**config.mk**
```make
export PLATFORM = sky130hd
export DESIGN_NAME = piso_tx_flat
export DESIGN_NICKNAME = d
export VERILOG_FILES = /design/src/rtl/piso_pkg.sv /design/src/rtl/piso_if.sv /design/src/rtl/piso_shreg.sv /design/src/rtl/piso_tx.sv /design/src/flat_wrapper.sv
export SDC_FILE = /design/constraint.sdc
export NUM_CORES = 1
export LEC_CHECK = 0
export ABC_AREA = 1
export CORE_MARGIN = 2
export CORE_UTILIZATION = 41
export DETAILED_ROUTE_END_ITERATION = 16
export DONT_BUFFER_PORTS = 1
export PLACE_DENSITY_LB_ADDON = 0.3
export SYNTH_ARGS = -nofsm -noshare
export SYNTH_HDL_FRONTEND = slang
export SYNTH_SLANG_ARGS = --single-unit
```
**constraint.sdc**
```tcl
create_clock -name clk -period 2.1 [get_ports clk]
set_input_delay 0.42 -clock clk [delete_from_list [all_inputs] [get_ports clk]]
set_output_delay 0.42 -clock clk [all_outputs]
set_load 0.02 [all_outputs]
```
**src/rtl/piso_pkg.sv**
```systemverilog
// piso_pkg: shared state type and counter-width helper for the piso_tx transmitter.
package piso_pkg;
  typedef enum logic {IDLE, SHIFT} piso_state_t;
  function automatic int cnt_w(input int width);
    return (width > 1) ? $clog2(width) : 1;
  endfunction
endpackage

```
**src/rtl/piso_if.sv**
```systemverilog
// piso_if: parallel word input and serial output stream of piso_tx.
// in_data/in_valid/in_ready: word handshake; ser_out/ser_valid/ser_last/ser_ready: bit stream; busy: word in flight.
// master drives the word and ser_ready; slave is the transmitter.
interface piso_if #(parameter int WIDTH = 8);
  logic [WIDTH-1:0] in_data;
  logic in_valid;
  logic in_ready;
  logic ser_out;
  logic ser_valid;
  logic ser_last;
  logic ser_ready;
  logic busy;
  modport master (
    output in_data, in_valid, ser_ready,
    input in_ready, ser_out, ser_valid, ser_last, busy
  );
  modport slave (
    input in_data, in_valid, ser_ready,
    output in_ready, ser_out, ser_valid, ser_last, busy
  );
endinterface

```
**src/rtl/piso_shreg.sv**
```systemverilog
// piso_shreg: WIDTH-bit shift register with load, zero-filling shift toward the output end.
// clk/rst: clock, sync active-high reset; load_i/data_i: parallel load (wins over shift);
// shift_i: advance one bit; bit_o: bit at the output end.
module piso_shreg #(
  parameter int WIDTH = 8,
  parameter bit MSB_FIRST = 1'b0
) (
  input  logic             clk,
  input  logic             rst,
  input  logic             load_i,
  input  logic             shift_i,
  input  logic [WIDTH-1:0] data_i,
  output logic             bit_o
);
  logic [WIDTH-1:0] shreg_q;
  always_ff @(posedge clk) begin
    if (rst) shreg_q <= '0;
    else if (load_i) shreg_q <= data_i;
    else if (shift_i) shreg_q <= MSB_FIRST ? shreg_q << 1 : shreg_q >> 1;
  end
  assign bit_o = MSB_FIRST ? shreg_q[WIDTH-1] : shreg_q[0];
endmodule

```
**src/rtl/piso_tx.sv**
```systemverilog
// piso_tx: parallel-in serial-out transmitter, one word in, one bit per accepted beat out.
// clk/rst: clock, sync active-high reset; bus: piso_if slave (word handshake in, bit stream out, busy).
module piso_tx
  import piso_pkg::*;
#(
  parameter int WIDTH = 8,
  parameter bit MSB_FIRST = 1'b0
) (
  input logic   clk,
  input logic   rst,
  piso_if.slave bus
);
  localparam int CW = cnt_w(WIDTH);
  localparam logic [CW-1:0] LAST = CW'(WIDTH - 1);
  piso_state_t state_q, state_d;
  logic [CW-1:0] cnt_q, cnt_d;
  logic last, take_bit, rdy, accept;
  always_comb begin
    last = state_q == SHIFT && cnt_q == LAST;
    take_bit = state_q == SHIFT && bus.ser_ready;
    // the final beat reopens the input so the next word follows with no bubble
    rdy = !rst && (state_q == IDLE || (last && bus.ser_ready));
    accept = rdy && bus.in_valid;
    state_d = accept ? SHIFT : (take_bit && last) ? IDLE : state_q;
    cnt_d = (accept || (take_bit && last)) ? '0 : take_bit ? cnt_q + 1'b1 : cnt_q;
  end
  always_ff @(posedge clk) begin
    if (rst) begin
      state_q <= IDLE;
      cnt_q <= '0;
    end else begin
      state_q <= state_d;
      cnt_q <= cnt_d;
    end
  end
  piso_shreg #(.WIDTH(WIDTH), .MSB_FIRST(MSB_FIRST)) u_shreg (
    .clk(clk),
    .rst(rst),
    .load_i(accept),
    .shift_i(take_bit),
    .data_i(bus.in_data),
    .bit_o(bus.ser_out)
  );
  assign bus.in_ready = rdy;
  assign bus.ser_valid = state_q == SHIFT;
  assign bus.busy = state_q == SHIFT;
  assign bus.ser_last = last;
endmodule

```
**src/flat_wrapper.sv**
```systemverilog
// flat-port wrapper written by rule: the top's interface ports become plain ports
module piso_tx_flat import piso_pkg::*;
#(
  parameter int WIDTH = 8,
  parameter bit MSB_FIRST = 1'b0
)
  (clk, rst, bus_in_data, bus_in_valid, bus_ser_ready, bus_in_ready, bus_ser_out, bus_ser_valid, bus_ser_last, bus_busy);
  piso_if #(.WIDTH(WIDTH)) bus_i ();
  input logic clk;
  input logic rst;
  input wire logic [$bits(bus_i.in_data)-1:0] bus_in_data;
  input wire logic [$bits(bus_i.in_valid)-1:0] bus_in_valid;
  input wire logic [$bits(bus_i.ser_ready)-1:0] bus_ser_ready;
  output wire logic [$bits(bus_i.in_ready)-1:0] bus_in_ready;
  output wire logic [$bits(bus_i.ser_out)-1:0] bus_ser_out;
  output wire logic [$bits(bus_i.ser_valid)-1:0] bus_ser_valid;
  output wire logic [$bits(bus_i.ser_last)-1:0] bus_ser_last;
  output wire logic [$bits(bus_i.busy)-1:0] bus_busy;
  assign bus_i.in_data = bus_in_data;
  assign bus_i.in_valid = bus_in_valid;
  assign bus_i.ser_ready = bus_ser_ready;
  assign bus_in_ready = bus_i.in_ready;
  assign bus_ser_out = bus_i.ser_out;
  assign bus_ser_valid = bus_i.ser_valid;
  assign bus_ser_last = bus_i.ser_last;
  assign bus_busy = bus_i.busy;
  piso_tx #(.WIDTH(WIDTH), .MSB_FIRST(MSB_FIRST)) u_core (.clk(clk), .rst(rst), .bus(bus_i));
endmodule
```
==> results of run 1 <==
[cells by family (layout without fill, tap and decap cells)]
logic type	after synthesis	in the layout
buffers and inverters	14	16
DFF	12	12
adders and majority gates	2	2
xor gates and xnor gates	1	1
AOI/OAI and AO/OA	13	13
and+or+nand+nor	48	48
[final timing paths]
| check | from | slack (ns) | end |
|---|---|---|---|
| worst max-delay path | u_core.cnt_q[0] | 0.19 | bus_in_ready |
| worst min-delay path | rst | 0.20 | u_core.u_shreg.shreg_q[0] |
| worst max register to register | u_core.cnt_q[0] | 0.56 | u_core.u_shreg.shreg_q[7] |
| worst min register to register | u_core.u_shreg.shreg_q[4] | 0.46 | u_core.u_shreg.shreg_q[4] |
[layer usage]
layer | global-route usage [%] | wire length (um) | vias to the layer above
li1 | - | - | 298
met3 | 5.417 | 46 | 2
met4 | 7.273 | 10 | 0
met2 | 27.06 | 650 | 11
met5 | 0 | 0 | -
met1 | 17.48 | 551 | 260
[power by group]
| part | switching, W | internal [W] | total [W] |
|---|---|---|---|
| clock network | 0.0000773 | 0.000105 | 0.000183 |
| registers | 0.00000974 | 0.000240 | 0.000250 |
| logic | 0.0000411 | 0.0000217 | 0.0000628 |
[layout make-up]
type                            instances  area [um2]
Clock buffer                            4       36.28
Fill cell                             165       805.8
Inverter                               11       41.29
Multi-Input combinational cell         64       337.8
Sequential cell                        12       240.2
Tap cell                               16       20.02
Timing Repair Buffer                    1       7.507
[layout by cell type (no fill, tap or decap), drive strengths merged]
cell type / n
a21oi: 12
nand2: 36
nor2: 1
dfxtp: 12
clkbuf: 4
a31oi: 1
buf: 1
ha: 2
inv: 11
xor2: 1
nand3: 4
nand4: 7
[per-stage QoR]
step | util, % | hold slack (ns) | instances | setup WS (ns) | instance area (um2)
final | 45.88 | 0.2033 | 108 | 0.1874 | 683.2
after global routing | 45.88 | 0.1860 | 108 | 0.03419 | 683.2
after CTS | 45.88 | 0.1959 | 108 | 0.1524 | 683.2
after detailed placement | 43.45 | 0.4518 | 104 | 0.4654 | 646.9
after global placement | 43.45 | 0.4480 | 104 | 0.4986 | 646.9
after floorplan | - | 0.4432 | 90 | 0.5362 | 641.9
[critical path, cell delays in order (launching register included)]
cell and delay [ns]:
dfxtp_1 0.35, ha_1 0.15, ha_1 0.18, nand3_2 0.11, a21oi_1 0.42
[state kept, by name (all words and copies together) (netlist names)]
register / count
u_core.u_shreg.shreg_q: 8
u_core.cnt_q: 3
u_core.bus.busy: 1
==> impl_metrics.env, run 1 <==
export IMPL_start_util_pct=43.11
export IMPL_synthMuxAreaShare_pct=0
export IMPL_grt_pass1_vias=525
export IMPL_cts_setup_buffers=0
export IMPL_die_x_um=43.57
export IMPL_p_leak_nw=0.3168
export IMPL_grt_antenna_before_repair=0
export IMPL_cts_num_sinks=12
export IMPL_hp_class="in2reg"
export IMPL_dr_pass1_iters=2
export IMPL_finalMaxSlewViolations=0
export IMPL_pin_count=17
export IMPL_worstRegToRegCells=6
export IMPL_wl_um=1259
export IMPL_powerDensity_mw_per_mm2=725.5
export IMPL_hpwl_um=868.4
export IMPL_die_h_um=43.57
export IMPL_worst_endpoint_required_ns=1.68
export IMPL_startpoint_type="flop"
export IMPL_worst_pin_slew_ns=0.4912
export IMPL_cts_clk_slew_worst_paths_ns=0.08
export IMPL_synth_top_area_share_pct=37.43
export IMPL_post_route_drc_count=0
export IMPL_min_period_ns=1.913
export IMPL_ys_seq_elements=12
export IMPL_wl_per_cell_um=11.66
export IMPL_crit_arrival_ns=1.49
export IMPL_gp_congestion=0.7155
export IMPL_async_flop_share_pct=0
export IMPL_num_vias=571
export IMPL_synth_top_family_by_area="simple AND/OR/NAND/NOR gates"
export IMPL_final_nets=107
export IMPL_cts_max_path_buffers=2
export IMPL_max_freq_ghz=0.5228
export IMPL_tns_ns=0
export IMPL_drt_iter0_markers=1
export IMPL_rows=14
export IMPL_synth_seq_area_share_pct=37.43
export IMPL_grt_max_degree=12
export IMPL_synth_common_cells="nand2_1, a21oi_1, dfxtp_1"
export IMPL_critPathCaptureType="output port"
export IMPL_ys_warn_count=0
export IMPL_status="completed"
export IMPL_portBuffers=0
export IMPL_vdd_drop_max_mv=0.5050
export IMPL_synth_edf_count=0
export IMPL_cts_tree="done"
export IMPL_diodes=0
export IMPL_root_buffer="clkbuf_4"
export IMPL_setup_viol=0
export IMPL_track_usage_pct=15.83
export IMPL_grt_pass1_wl_um=2194
export IMPL_core_area_mm2=0.001489
export IMPL_drv_cap=0
export IMPL_ant_nets=0
export IMPL_grt_ovfl_total=0
export IMPL_synth_xor_area_share_pct=1.365
export IMPL_synth_area_top_cells="dfxtp_1, nand2_1, a21oi_1"
export IMPL_syn2layout_area_growth_pct=6.433
export IMPL_drive_gt1_share_pct=11.96
export IMPL_synth_compound_gate_area_share_pct=12.67
export IMPL_cts_made_buffers=3
export IMPL_hold_buffers=0
export IMPL_synth_distinct_cells=15
export IMPL_path_max_fanout=3
export IMPL_yosys_area_share_simple_pct=34.70
export IMPL_avgSynthCellArea_um2=7.132
export IMPL_syn_cell_area_um2=641.9
export IMPL_syn_inst=90
export IMPL_fin_crit_sh_pct=91.08
export IMPL_syn_nets=104
export IMPL_slew_headroom_pct=67.25
export IMPL_timing_hold_violations_final=0
export IMPL_total_power_w=0.0004956
export IMPL_worstSetupPathType="reg2out"
export IMPL_cts_resized=0
export IMPL_rsz0062_at_grt="no"
export IMPL_yosysMostFrequentCell="nand2_1"
export IMPL_die_area_mm2=0.001898
export IMPL_yosysTopAreaCell="dfxtp_1"
export IMPL_synthAdderAreaFrac_pct=3.899
export IMPL_synth_ff_type="dfxtp_1"
export IMPL_finalClockSkew_ns=0.003069
export IMPL_vias_per_cell=5.287
export IMPL_cts_max_level=1
export IMPL_insertion_delay_ns=0.27
export IMPL_worstHoldPathCells=1
(Power assumes the default switching activity.)
==> run 2: changes to the inputs <==
CELL_PAD_IN_SITES_DETAIL_PLACEMENT = 1   (was default)
CELL_PAD_IN_SITES_GLOBAL_PLACEMENT = 1   (was default)
CORE_MARGIN = default   (was 2)
==> impl_metrics.env, run 2 (synthesis results as in run 1) <==
export IMPL_post_route_drc_count=0
export IMPL_fin_crit_sh_pct=91.48
export IMPL_vias_per_cell=5.318
export IMPL_total_power_w=0.0005108
export IMPL_cts_max_level=1
export IMPL_syn2layout_area_growth_pct=6.238
export IMPL_num_vias=569
export IMPL_rsz0062_at_grt="no"
export IMPL_track_usage_pct=20.78
export IMPL_drt_iter0_markers=10
export IMPL_cts_tree="done"
export IMPL_worstRegToRegCells=6
export IMPL_final_nets=107
export IMPL_seq_area_um2=240.2
export IMPL_cts_num_sinks=12
export IMPL_cts_clk_slew_worst_paths_ns=0.08
export IMPL_critPathCaptureType="output port"
export IMPL_start_util_pct=46.43
export IMPL_die_h_um=41.57
export IMPL_worstHoldPathCells=1
export IMPL_hp_class="in2reg"
export IMPL_die_area_mm2=0.001728
export IMPL_worst_pin_slew_ns=0.4892
export IMPL_wl_per_cell_um=13.05
export IMPL_pin_count=17
export IMPL_cts_max_path_buffers=2
export IMPL_ant_nets=0
export IMPL_crit_arrival_ns=1.50
export IMPL_tns_ns=0
export IMPL_finalClockSkew_ns=0.004551
export IMPL_startpoint_type="flop"
export IMPL_vdd_drop_max_mv=0.3712
export IMPL_drv_cap=0
export IMPL_gp_congestion=0.7348
export IMPL_grt_max_degree=12
export IMPL_min_period_ns=1.921
export IMPL_root_buffer="clkbuf_4"
export IMPL_cts_resized=0
export IMPL_drive_gt1_share_pct=11.96
export IMPL_p_leak_nw=0.3168
export IMPL_grt_pass1_wl_um=2691
export IMPL_grt_antenna_before_repair=0
export IMPL_multi_input_area_um2=337.8
export IMPL_cts_made_buffers=3
export IMPL_setup_viol=0
export IMPL_slew_headroom_pct=67.39
export IMPL_portBuffers=0
export IMPL_path_max_fanout=3
export IMPL_rows=13
export IMPL_fill_cells=193
export IMPL_insertion_delay_ns=0.29
export IMPL_worst_endpoint_required_ns=1.68
export IMPL_final_common_cell="nand2_1"
export IMPL_worstSetupPathType="reg2out"
export IMPL_grt_ovfl_total=0
export IMPL_dr_pass1_iters=4
export IMPL_wl_um=1396
export IMPL_max_freq_ghz=0.5206
export IMPL_diodes=0
export IMPL_status="completed"
export IMPL_final_cell_mix="nand2_1, a21oi_1, dfxtp_1"
export IMPL_hold_buffers=0
export IMPL_timing_hold_violations_final=0
export IMPL_grt_pass1_vias=610
export IMPL_die_x_um=41.57
export IMPL_cts_setup_buffers=0
export IMPL_core_area_mm2=0.001383
export IMPL_largest_reg_flops=8
export IMPL_hpwl_um=974.9
export IMPL_finalMaxSlewViolations=0
export IMPL_regMostFlops="u_core.u_shreg.shreg_q"
export IMPL_powerDensity_mw_per_mm2=749.0
[run 2: cell counts in the layout (fill, tap and decap cells not counted)]
No cell type changed its count.
[run 2: layout make-up]
cell class	instances	share of cell area, %
multi-input cells	64	49.54
inverters	11	6.055
repair buffers	1	1.101
flip-flops and latches	12	35.23
well taps	15	2.752
clock buffers	4	5.321
[run 2: worst paths after layout]
path                                           startpoint                         to  slack (ns)
worst min-delay path                                  rst  u_core.u_shreg.shreg_q[3]        0.18
worst max register to register            u_core.cnt_q[0]  u_core.u_shreg.shreg_q[7]        0.55
worst max-delay path                      u_core.cnt_q[0]               bus_in_ready        0.18
worst min register to register  u_core.u_shreg.shreg_q[1]  u_core.u_shreg.shreg_q[1]        0.46
[run 2: through the flow]
step	cells	setup slack (ns)	utilization [%]	cell area, um2	hold WS, ns
2_1_floorplan	90	0.5362	-	641.9	0.4432
3_3_place_gp	103	0.5006	46.70	645.6	0.4479
3_5_place_dp	103	0.4756	46.70	645.6	0.4502
4_1_cts	107	0.1616	49.32	681.9	0.1863
5_1_grt	107	0.08652	49.32	681.9	0.1720
6_report	107	0.1790	49.32	681.9	0.1842
[run 2: worst max-delay path: stages (launching register included)]
cell,delay (ns)
dfxtp_1,0.35
ha_1,0.15
ha_1,0.17
nand3_2,0.11
a21oi_1,0.43
[run 2: per-layer routing]
layer | part of all wire [%] | global-route usage, % | vias to the layer above
met3 | 4.2 | 6.957 | 3
met2 | 49 | 33.44 | 14
met5 | 0 | 0 | -
li1 | - | - | 295
met4 | 1.7 | 9.677 | 0
met1 | 45 | 24.80 | 257
[run 2: power by group]
group | internal (W) | switching (W)
sequential | 0.000240 | 0.0000105
combinational | 0.0000217 | 0.0000420
clock | 0.000106 | 0.0000904
==> run 3: changes to the inputs <==
CTS_BUF_LIST = sky130_fd_sc_hd__clkbuf_4 sky130_fd_sc_hd__clkbuf_8 sky130_fd_sc_hd__clkbuf_16   (was default)
==> results of run 3 <==
The final DEF is identical to that of run 2; final timing and power are the same.
